--- config.mk ---
export PLATFORM = sky130hd
export DESIGN_NAME = seq_det_prog
export DESIGN_NICKNAME = d
export VERILOG_FILES = /design/src/rtl/seq_det_pkg.sv /design/src/rtl/seq_match_cmp.sv /design/src/rtl/seq_det_prog.sv
export SDC_FILE = /design/constraint.sdc
export NUM_CORES = 1
export LEC_CHECK = 0
export CORE_UTILIZATION = 48
export DETAILED_ROUTE_END_ITERATION = 7
export HOLD_SLACK_MARGIN = 0.08
export PLACE_DENSITY = 0.77
export SYNTH_ARGS = -nofsm -noshare
export SYNTH_HDL_FRONTEND = slang
export SYNTH_HIERARCHICAL = 1
export SYNTH_SLANG_ARGS = --single-unit
--- constraint.sdc ---
create_clock -name clk -period 2.8 [get_ports clk]
set_clock_uncertainty 0.1 [all_clocks]
set_input_delay 0.28 -clock clk [delete_from_list [all_inputs] [get_ports clk]]
set_output_delay 0.28 -clock clk [all_outputs]
set_load 0.005 [all_outputs]
--- src/rtl/seq_det_pkg.sv ---
// Shared types and constants for the programmable serial pattern detector.
package seq_det_pkg;

    typedef enum logic {
        ST_FILL = 1'b0,
        ST_HUNT = 1'b1
    } seq_state_e;

    localparam int            SEQ_DEF_MAX_LEN = 8;
    localparam logic [7:0]    SEQ_DEF_PATTERN = 8'b0000_0111;
    localparam int            SEQ_DEF_LEN     = 3;
    localparam logic          SEQ_DEF_OVERLAP = 1'b0;

    // Width needed to hold a length in 0..max_len inclusive.
    function automatic int len_w(input int max_len);
        return $clog2(max_len) + 1;
    endfunction

endpackage

--- src/rtl/seq_match_cmp.sv ---
// Masked compare of the newest len bits ({hist, xin}) against the right-aligned pattern.
module seq_match_cmp
    import seq_det_pkg::*;
#(
    parameter int MAX_LEN = 8
) (
    input  logic [MAX_LEN-2:0]      hist,
    input  logic                    xin,
    input  logic [MAX_LEN-1:0]      pat,
    input  logic [$clog2(MAX_LEN):0] len,
    output logic                    eq
);

    localparam int LW = len_w(MAX_LEN);

    logic [MAX_LEN-1:0] window;
    logic [MAX_LEN-1:0] mask;

    assign window = {hist, xin};

    // Bits at or above len are don't-care.
    generate
        for (genvar gi = 0; gi < MAX_LEN; gi++) begin : g_mask
            assign mask[gi] = (len > LW'(gi));
        end
    endgenerate

    assign eq = (((window ^ pat) & mask) == '0);

endmodule

--- src/rtl/seq_det_prog.sv ---
// Programmable serial bit-pattern detector with overlap control, Mealy/registered
// match outputs and a saturating match counter.
module seq_det_prog
    import seq_det_pkg::*;
#(
    parameter int                 MAX_LEN     = 8,
    parameter int                 CNT_W       = 8,
    parameter logic [MAX_LEN-1:0] DEF_PATTERN = MAX_LEN'(8'b0000_0111),
    parameter int                 DEF_LEN     = 3,
    parameter logic               DEF_OVERLAP = 1'b0
) (
    input  logic                     clk,
    input  logic                     reset,
    input  logic                     cfg_load,
    input  logic [MAX_LEN-1:0]       cfg_pattern,
    input  logic [$clog2(MAX_LEN):0] cfg_len,
    input  logic                     cfg_overlap,
    input  logic                     xin_valid,
    input  logic                     xin,
    output logic                     y,
    output logic                     y_q,
    output logic [CNT_W-1:0]         match_cnt,
    output logic                     cfg_err
);

    localparam int            LW       = len_w(MAX_LEN);
    localparam logic [LW-1:0] MAX_FILL = LW'(MAX_LEN);
    localparam logic [LW-1:0] RST_LEN  = LW'(DEF_LEN);

    logic [MAX_LEN-1:0] pat_q, pat_d;
    logic [LW-1:0]      len_q, len_d;
    logic               ovl_q, ovl_d;
    // The oldest bit of a MAX_LEN window is xin's predecessor MAX_LEN-1 deep,
    // so only MAX_LEN-1 past bits are ever compared.
    logic [MAX_LEN-2:0] hist_q, hist_d;
    logic [LW-1:0]      fill_q, fill_d;
    logic [CNT_W-1:0]   cnt_q, cnt_d;
    logic               y_q_q, y_q_d;
    logic               cfg_err_q, cfg_err_d;
    seq_state_e         state_q, state_d;

    logic cmp_eq;
    logic cfg_legal;

    function automatic seq_state_e state_of(input logic [LW-1:0] fill,
                                            input logic [LW-1:0] len);
        // fill >= len-1, evaluated without underflow
        return ((LW+1)'(fill) + (LW+1)'(1) >= (LW+1)'(len)) ? ST_HUNT : ST_FILL;
    endfunction

    seq_match_cmp #(
        .MAX_LEN (MAX_LEN)
    ) u_cmp (
        .hist (hist_q),
        .xin  (xin),
        .pat  (pat_q),
        .len  (len_q),
        .eq   (cmp_eq)
    );

    assign cfg_legal = (cfg_len != '0) && (cfg_len <= MAX_FILL);

    always_comb begin
        pat_d     = pat_q;
        len_d     = len_q;
        ovl_d     = ovl_q;
        hist_d    = hist_q;
        fill_d    = fill_q;
        cnt_d     = cnt_q;
        cfg_err_d = 1'b0;
        y         = 1'b0;

        if (reset) begin
            y = 1'b0;
        end else if (cfg_load && cfg_legal) begin
            pat_d  = cfg_pattern;
            len_d  = cfg_len;
            ovl_d  = cfg_overlap;
            hist_d = '0;
            fill_d = '0;
            cnt_d  = '0;
        end else begin
            cfg_err_d = cfg_load;
            if (xin_valid) begin
                y      = (state_q == ST_HUNT) && cmp_eq;
                hist_d = {hist_q[MAX_LEN-3:0], xin};
                if (y && !ovl_q) begin
                    fill_d = '0;
                end else if (fill_q != MAX_FILL) begin
                    fill_d = fill_q + LW'(1);
                end
            end
            if (y && (cnt_q != '1)) begin
                cnt_d = cnt_q + CNT_W'(1);
            end
        end

        y_q_d   = y;
        state_d = state_of(fill_d, len_d);
    end

    always_ff @(posedge clk) begin
        if (reset) begin
            pat_q     <= DEF_PATTERN;
            len_q     <= RST_LEN;
            ovl_q     <= DEF_OVERLAP;
            hist_q    <= '0;
            fill_q    <= '0;
            cnt_q     <= '0;
            y_q_q     <= 1'b0;
            cfg_err_q <= 1'b0;
            state_q   <= state_of('0, RST_LEN);
        end else begin
            pat_q     <= pat_d;
            len_q     <= len_d;
            ovl_q     <= ovl_d;
            hist_q    <= hist_d;
            fill_q    <= fill_d;
            cnt_q     <= cnt_d;
            y_q_q     <= y_q_d;
            cfg_err_q <= cfg_err_d;
            state_q   <= state_d;
        end
    end

    assign y_q       = y_q_q;
    assign match_cnt = cnt_q;
    assign cfg_err   = cfg_err_q;

endmodule

Yosys cells after proc, flatten, opt, wreduce, memory -nomap -nowiden

Cells that the tools add are included.

Memory bits (read-only): 0
Input bits: 18
Bits in writable memories: 0
Latch bits: 0
Register bits after elaboration: 35
Output and inout bits: 11
Memories: 0

Add/sub/neg operators: 3
Eq/ne operators: 2
Multiply operators: 0
Shifts and indexed selects: 0
Reduce and logical (&&, ||, !) cells: 9
Bitwise operators: 2
$lt $le $gt $ge: 10
Div/mod/pow operators: 0
Mux-type cells: 13

Operator list:

| kind                | number |
|---|---|
| $mux 4              | 7 |
| $gt 4x3->1 const B  | 4 |
| $add 8x1->8 const B | 1 |
| $and 8x8->8         | 1 |
| $gt 4x1->1 const B  | 2 |
| $gt 4x2->1 const B  | 2 |
| $logic_not 8->1     | 1 |
| $ne 8x8->1 const B  | 1 |
| $xor 8x8->8         | 1 |
| $mux 1              | 6 |
| $add 4x1->5 const B | 1 |
| $ge 5x4->1          | 1 |
| $logic_and 1x1->1   | 5 |
| $add 4x1->4 const B | 1 |
| $le 4x4->1 const B  | 1 |
| $ne 4x4->1 const B  | 1 |
| $reduce_bool 4->1   | 1 |
| $reduce_or 2->1     | 1 |
| $logic_not 1->1     | 1 |

Longest topological paths before layout

Gate-level depths: netlist (run 1).

Word-level depth: 12
Depth in mapped cells: 14

Modules after synthesis

The synthesis (run 1) kept the hierarchy.

Modules (own cells, without submodules):

| module        | area each (µm²) | cells an instance | instances | sequential area each (µm²) |
|---|---|---|---|---|
| seq_det_prog  | 1,656.6         | 193               | 1         | 700.7 |
| seq_match_cmp | 157.7           | 21                | 1         | 0.0 |

Worst setup path after synthesis (run 1)

No wires, ideal clock.

Path kind: reg2reg
Start: register pat_q[2]
End: register state_q
Arrival: 2,770 ps
Slack: -202 ps
Setup time: 132 ps
Cell stages (with the launch flop): 15
Cells stage by stage: dfxtp_1 xor2_1 nor4_2 a21boi_1 nor4_2 nand3_1 nor2_1 or3_4 nand2_1 ha_1 ha_1 a21o_1 a21o_1 a21oi_1 a21oi_1

Word-level cells in the longest chain between the ends: 12

RTL lines:

| element                | line                | text |
|---|---|---|
| from (decl)            | seq_det_prog.sv:30  | `logic [MAX_LEN-1:0] pat_q, pat_d;` |
| from (signal assigned) | seq_det_prog.sv:114 | `pat_q <= pat_d;` |
| $xor 8x8->8            | seq_match_cmp.sv:28 | `assign eq = (((window ^ pat) & mask) == '0);` |
| $and 8x8->8            | seq_match_cmp.sv:28 |  |
| $logic_not 8->1        | seq_match_cmp.sv:28 |  |
| via cmp_eq             | seq_det_prog.sv:42  | `logic cmp_eq;` |
| $logic_and 1x1->1      | seq_det_prog.sv:85  | `y = (state_q == ST_HUNT) && cmp_eq;` |
| $logic_and 1x1->1      | seq_det_prog.sv:87  | `if (y && !ovl_q) begin` |
| $mux 4                 | seq_det_prog.sv:87  |  |
| $mux 4                 | seq_det_prog.sv:84  | `if (xin_valid) begin` |
| $mux 4                 | seq_det_prog.sv:75  | `end else if (cfg_load && cfg_legal) begin` |
| $mux 4                 | seq_det_prog.sv:73  | `if (reset) begin` |
| via fill_d[0]          | seq_det_prog.sv:36  | `logic [LW-1:0] fill_q, fill_d;` |
| $add 4x1->5            | seq_det_prog.sv:48  | `return ((LW+1)'(fill) + (LW+1)'(1) >= (LW+1)'(len)) ? ST_HUNT : ST_FILL;` |
| $ge 5x4->1             | seq_det_prog.sv:48  |  |
| $mux 1                 | seq_det_prog.sv:48  |  |
| to (signal assigned)   | seq_det_prog.sv:112 | `state_q <= state_of('0, RST_LEN);` |
| to (signal assigned)   | seq_det_prog.sv:122 | `state_q <= state_d;` |
| to (decl)              | seq_det_prog.sv:40  | `seq_state_e state_q, state_d;` |

The timed path passes the listed nets, and every way through them passes these cells.
A chain may end at the register's enable or synchronous reset.

Final worst setup path (run 1)

Same ends and word-level chain as after synthesis.

==> results of run 1 <==
==> worst register-to-register path, delay by kind of cell, from the launching register on <==
family | cells | cell delay, ns
AND/OR/NAND/NOR | 4 | 0.68
adder cells (fa/ha/maj) | 2 | 0.51
flip-flops | 1 | 0.35
XOR/XNOR | 1 | 0.20
AO/OA/AOI/OAI | 7 | 1.03
==> synthesized netlist by cell type, types with 2 or more instances <==
cell,instances,area [µm²]
a21o_1,3,22.52
nand2b_1,2,12.51
nor2_1,25,93.84
inv_1,8,30.03
nand4_1,2,12.51
dfxtp_1,35,700.7
o211ai_1,2,15.01
a21oi_1,15,75.07
xnor2_1,7,61.31
o31ai_1,2,15.01
ha_1,8,100.1
nor3_1,4,20.02
o21ai_0,7,35.03
nor2b_1,2,12.51
nand3b_1,2,15.01
nand2_1,30,112.6
and3_1,3,18.77
a31oi_1,2,12.51
a21boi_1,2,15.01
xor2_1,11,96.34
nand3_1,9,45.04
mux2i_1,12,120.1
nor4_2,2,25.02
clkbuf_1,6,22.52
==> cells in the final DEF, fill, tap and decap left out, drive strengths merged, types with 7 or more instances in the layout <==
| master | netlist | layout |
|---|---|---|
| nand3 | 9 | 9 |
| dfxtp | 35 | 35 |
| o21ai | 8 | 8 |
| xor2 | 11 | 11 |
| nand2 | 30 | 30 |
| clkdlybuf4s50 | 0 | 26 |
| mux2i | 12 | 12 |
| nor2 | 25 | 25 |
| ha | 8 | 8 |
| buf | 0 | 26 |
| a21oi | 15 | 15 |
| xnor2 | 7 | 7 |
| inv | 8 | 8 |
==> sequential cells by signal, indices dropped and copies added, names as in the netlist <==
signal,flops
cfg_err,1
pat_q,8
hist_q,7
match_cnt,8
fill_q,4
state_q,1
ovl_q,1
y_q,1
len_q,4
==> power by group through the flow <==
stage	Sequential (W)	Combinational, W	Clock [W]
detailed placement	0.000542	0.000170	0
finish	0.000532	0.000178	0.000451
global placement	0.000542	0.000165	0
floorplan	0.000539	0.0000965	0
CTS	0.000531	0.000176	0.000460
global route	0.000534	0.000196	0.000478
==> worst paths after layout <==
kind | startpoint | end | slack (ns) | cells past startpoint
worst max-delay path | pat_q[2] | state_q | -0.19 | 14
worst min-delay path | xin | hist_q[0] | 0.34 | 3
worst max register to register | pat_q[2] | state_q | -0.19 | 14
worst min register to register | pat_q[7] | pat_q[7] | 0.38 | 2
==> per-stage QoR <==
| stage | power [W] | instance area [µm²] | hold slack, ns |
|---|---|---|---|
| 2_1_floorplan | 0.0006350 | 1832 | 0.3040 |
| 3_3_place_gp | 0.0007069 | 2342 | 0.3552 |
| 3_5_place_dp | 0.0007126 | 2342 | 0.3672 |
| 4_1_cts | 0.001167 | 2469 | 0.3234 |
| 5_1_grt | 0.001207 | 2480 | 0.3566 |
| 6_report | 0.001161 | 2480 | 0.3392 |
==> routing by layer <==
layer,routed length (µm),up-vias
met5,0,-
met4,46,0
met3,139,5
met2,2069,27
met1,1881,756
li1,-,850
==> kinds of logic (layout without fill, tap and decap cells) <==
| kind of cell | after synthesis | after routing |
|---|---|---|
| AND/OR/NAND/NOR | 87 | 87 |
| adder cells (fa/ha/maj) | 8 | 8 |
| flip-flops | 35 | 35 |
| AO/OA/AOI/OAI | 39 | 39 |
| buffers and inverters | 14 | 70 |
| multiplexers | 13 | 13 |
| XOR/XNOR | 18 | 18 |
==> cell type report <==
cell class | count | area share
clock buffer | 5 | 0.02775
tap | 46 | 0.02321
sequential | 35 | 0.2830
clock inverter | 3 | 0.01766
multi-input combinational | 165 | 0.4425
inverter | 8 | 0.01211
timing repair buffer | 54 | 0.1937
==> repair_timing <==
item | CTS | global route
gates resized for setup | 5 | 3
pin swaps | 1 | 1
setup endpoints to repair | 2 | 2
cloned | 0 | 0
==> results by group, run 1 <==
Status
  – Status: finished with violations
  – Violated checks: setup timing

Clocking
  – Longest Clk Path Bufs: 2
  – Root buf cell: clkbuf_8
  – # hold bufs at CTS: 0
  – TritonCTS clock tree: built
  – Worst skew pair latency: 0.28 ns
  – Post-CTS setup buffers: 0
  – Sink Count: 35
  – TritonCTS buffer count: 5
  – Worst-path clk slew: 0.07 ns
  – Htree depth: 2

Global routing
  – Vias in the first global route: 1615
  – Largest net degree at the start of global routing: 21
  – Initial antenna violation count: 0
  – GR Util met2: 0.3949
  – Overall Global Routing Usage: 0.2231
  – Met3 Use GR: 0.05072
  – GR Util met1: 0.2636
  – Busiest metal layer after global routing: met2
  – Grt ovf: 0
  – Global-route wire length before repair: 7.024 mm

Final layout
  – Post-Layout Cell Count: 316
  – Antenna diodes: 0
  – Final net count: 295
  – FF+latch area: 701.9 µm²
  – Fin util: 0.7150
  – Share of cells above drive strength 1: 0.1778
  – Area of the multi-input gates: 1097 µm²
  – Area grow syn2layout: 36.69%
  – Fillers: 279

Routing
  – Residual DRC: 0
  – 1st-pass router iterations: 4
  – Vias/cell: 5.184
  – Wire length per cell: 13.09 µm
  – Initial DRC count: 113
  – Routed Antenna Nets: 0
  – Vias after detailed routing: 1638
  – Final wirelength: 4.137 mm

Logic synthesis
  – Synth Area per Inst: 8.478 µm²
  – Cell Area, Synth: 1814 µm²
  – Simple-Gate Fraction of Synth Area: 0.2317
  – Synth Flop Type: dfxtp_1
  – Post-synth cell types: 37
  – Synthesis-stage register bit count: 35
  – Mux cell area share after synthesis: 0.07241
  – Ys Warns: 6
  – Synth Area in XOR/XNOR: 0.08690
  – Compound-Gate Fraction of Synth Area: 0.1386
  – Adder-Cell Fraction of Synth Area: 0.05517
  – Post-synth ARST share: 0
  – Synthesized net count: 240
  – Post-synth EDFFs: 0
  – Main combinational cell family by area after synthesis: simple AND/OR/NAND/NOR gates
  – Mapped Cells: 214
  – Sequential area share after synthesis: 0.3862

Pwr
  – Internal Power: 0.0008736 W
  – Switching Share: 0.2473
  – VDD IR-drop max: 0.4846 mV
  – NetSw: 0.0002871 W
  – Power per cell area: 468.0 nW/µm²
  – Reg power frac: 0.458
  – P_leak: 1.064 nW
  – Combinational share of power: 0.154
  – Clock power share: 0.388

Worst setup path
  – Cells along the critical path: xor2_2 -> o21ai_1 -> o21ai_1 -> nor4_2 -> nand2_1 -> o211ai_1 -> or2_1 -> nand2_2 -> ha_4 -> ha_1 -> a21o_1 -> a21o_1 -> a21oi_2 -> a21oi_1
  – Slowest cell on crit path: nor4_2
  – Critical path type: flip-flop to flip-flop
  – CP Data Arrival Time: 3.06 ns
  – Data required, critical path: 2.87 ns
  – CP endpoint kind: flip-flop
  – Critical Path Fanout Max: 3
  – CP Buf/Inv Count: 0
  – CP delay by family, top: compound AO/OA/AOI/OAI gates
  – Critical path startpoint category: flip-flop
  – Largest stage delay on the critical path: 0.36 ns

Placed design
  – Dpl cells: 308
  – DP HPWL: 2.942 mm
  – Placer Congestion: 0.7740
  – I/O Buffers: 28
  – Dpl ws: -0.4934 ns

Timing
  – Slew @ Worst Pin: 0.4533 ns
  – Fin. max-slew vios: 0
  – Final Hold Viols: 0
  – Fmax: 0.3349 GHz
  – RSZ-0062 raised after global routing: yes
  – Slew HR: 0.6958
  – Final Cycle Share: 1.066
  – Final setup margin: -0.1856 ns
  – Setup TNS Final: -0.1856 ns
  – Finish-stage setup viols: 1
  – Min Clock Period, post-route: 2.986 ns

Floorplanning
  – I/O Pins: 29
  – Core area: 3468 µm²
  – Die H: 63.48 µm
  – Core Rows: 21
  – Initial core utilization: 0.5231
  – Die area: 4030 µm²
  – Width of the die: 63.48 µm

Hold path
  – Worst Hold Class: input pin to flip-flop

Run
  – Max Cap Violations: 0
(Power assumes the default switching activity.)
==> inputs of run 2 (changes only) <==
--- a/config.mk
+++ b/config.mk
@@ -5,10 +5,12 @@
 export SDC_FILE = /design/constraint.sdc
 export NUM_CORES = 1
 export LEC_CHECK = 0
+export CORE_MARGIN = 8
 export CORE_UTILIZATION = 48
 export DETAILED_ROUTE_END_ITERATION = 7
 export HOLD_SLACK_MARGIN = 0.08
 export PLACE_DENSITY = 0.77
+export SKIP_CTS_REPAIR_TIMING = 1
 export SYNTH_ARGS = -nofsm -noshare
 export SYNTH_HDL_FRONTEND = slang
 export SYNTH_HIERARCHICAL = 1
==> results by group, run 2 (synthesis results as in run 1) <==
Routing
  – Final wirelength: 4.100 mm (-0.89%)
  – Routed Antenna Nets: 0 (unchanged)
  – Residual DRC: 0 (unchanged)
  – Vias/cell: 5.196 (+0.23%)
  – Vias after detailed routing: 1647 (+0.55%)
  – Initial DRC count: 75 (-34%)
  – 1st-pass router iterations: 4 (unchanged)
  – Wire length per cell: 12.93 µm (-1.2%)

Pwr
  – Power per cell area: 434.2 nW/µm² (-7.2%)
  – P_leak: 1.035 nW (-2.7%)
  – Final Total Pwr: 0.001054 W (-9.2%)
  – VDD IR-drop max: 0.2586 mV (-47%)

Global routing
  – Initial antenna violation count: 0 (unchanged)
  – Global-route wire length before repair: 7.272 mm (+3.5%)
  – Largest net degree at the start of global routing: 16 (-24%)
  – Grt ovf: 0 (unchanged)
  – Vias in the first global route: 1652 (+2.3%)
  – Overall Global Routing Usage: 0.1468 (-0.07626)

Worst setup path
  – Critical path startpoint category: input pin
  – CP Data Arrival Time: 3.03 ns (-0.03 ns)
  – Crit-path most repeated cell: a21oi_1
  – Cells along the critical path: clkdlybuf4s50_1 -> xor2_1 -> nor2_1 -> a21oi_1 -> nor4_2 -> nand3_1 -> nor2_2 -> or3_4 -> nand2_2 -> ha_4 -> ha_1 -> a21o_1 -> a21o_1 -> a21oi_1 -> a21oi_1
  – FF-to-FF setup slack: -0.13 ns (+0.06 ns)
  – CP endpoint kind: flip-flop
  – Critical path type: input pin to flip-flop
  – Slowest cell on crit path: clkdlybuf4s50_1
  – Largest stage delay on the critical path: 0.44 ns (+0.08 ns)
  – Reg2Reg Depth: 14 (unchanged)
  – Critical Path Fanout Max: 3 (unchanged)
  – Data required, critical path: 2.88 ns (about the same)

Timing
  – Fin. max-slew vios: 0 (unchanged)
  – RSZ-0062 raised after global routing: yes
  – Final Cycle Share: 1.056 (-0.01060)
  – Slew HR: 0.7054 (+0.009654)
  – Final Hold Viols: 0 (unchanged)
  – Fmax: 0.3383 GHz (+1.0%)
  – Worst hold slack: 0.3724 ns (+0.03315 ns)
  – Min Clock Period, post-route: 2.956 ns (-0.02967 ns)
  – Slew @ Worst Pin: 0.4389 ns (-0.01439 ns)
  – Final setup margin: -0.1559 ns (+0.02967 ns)
  – Finish-stage setup viols: 1 (unchanged)

Clocking
  – Worst skew pair latency: 0.29 ns (about the same)
  – Worst-path clk slew: 0.07 ns (about the same)
  – Root buf cell: clkbuf_8
  – TritonCTS buffer count: 5 (unchanged)
  – Htree depth: 2 (unchanged)
  – Sink Count: 35 (unchanged)
  – TritonCTS clock tree: built
  – Longest Clk Path Bufs: 2 (unchanged)

Final layout
  – Area grow syn2layout: 33.79%
  – Commonest non-fill, non-tap cells in the layout: dfxtp_1 (35), nand2_1 (28), clkdlybuf4s50_1 (27)
  – Final net count: 294 (-0.34%)
  – Commonest non-fill, non-tap cell in the layout: dfxtp_1
  – Share of cells above drive strength 1: 0.1599 (-0.01793)
  – Antenna diodes: 0 (unchanged)
  – Post-Layout Cell Count: 317 (+0.32%)

Placed design
  – I/O Buffers: 28 (unchanged)
  – DP HPWL: 3.216 mm (+9.3%)
  – Placer Congestion: 0.8140 (+5.2%)
  – Dpl ws: -0.4864 ns (+0.006917 ns)
  – Dpl cells: 309 (+0.32%)

Hold path
  – Worst Hold Class: flip-flop to flip-flop
  – Hold path cells: 2 (-1)

Status
  – Violated checks: setup timing
  – Status: finished with violations

Floorplanning
  – Core area: 3661 µm² (+5.6%)
  – Die H: 77.48 µm (+22%)
  – Die area: 6003 µm² (+49%)
  – Core Rows: 22 (+4.8%)
  – Initial core utilization: 0.4956 (-0.02753)
  – Width of the die: 77.48 µm (+22%)
  – I/O Pins: 29 (unchanged)

Run
  – Max Cap Violations: 0 (unchanged)
run 2: report_power, final:
group          switching, W  internal [W]
Clock              0.000178      0.000174
Combinational     0.0000811     0.0000906
Sequential        0.0000157      0.000515
Total              0.000274      0.000780
run 2: metrics by stage:
step / area (µm²) / utilization / setup TNS (ns)
after global routing: 2427 / 0.6630 / -0.3613
after CTS: 2422 / 0.6617 / -0.2189
after floorplan: 1832 / - / 0
final: 2427 / 0.6630 / -0.1559
after detailed placement: 2337 / 0.6384 / -0.5199
after global placement: 2337 / 0.6384 / -0.3814
run 2: worst paths after layout:
kind / end / start
max: state_q / xin
min: pat_q[4] / pat_q[4]
max reg2reg: state_q / pat_q[2]
min reg2reg: pat_q[4] / pat_q[4]
run 2: layout make-up:
class                   instances  area [µm²]
well taps                      48       60.06
flip-flops and latches         35       700.7
repair buffers                 53       470.5
multi-input cells             165        1081
fillers                       313        1234
inverters                       8       30.03
clock buffers                   6       72.57
clock inverters                 2       12.51
run 2: worst max-delay path: cells and delay by family:
family          cells  cell delay, ns
xor+xnor            1            0.17
compound gates      5            0.60
buf+inv             1            0.44
simple gates        6            1.06
fa+ha+maj           2            0.49
run 2: layer usage:
| layer | global-route usage | share of wire | vias up |
|---|---|---|---|
| met4 | 0.06038 | 0.015 | 0 |
| met5 | 0 | 0 | - |
| met2 | 0.2477 | 0.49 | 31 |
| li1 | - | - | 853 |
| met3 | 0.04954 | 0.042 | 8 |
| met1 | 0.1659 | 0.45 | 755 |
==> inputs of run 3 (changes only) <==
--- a/config.mk
+++ b/config.mk
@@ -11,6 +11,7 @@
 export HOLD_SLACK_MARGIN = 0.08
 export PLACE_DENSITY = 0.77
 export SKIP_CTS_REPAIR_TIMING = 1
+export SLEW_MARGIN = 25
 export SYNTH_ARGS = -nofsm -noshare
 export SYNTH_HDL_FRONTEND = slang
 export SYNTH_HIERARCHICAL = 1
==> results of run 3 <==
Final layout, timing and power as in run 2 (identical DEF).
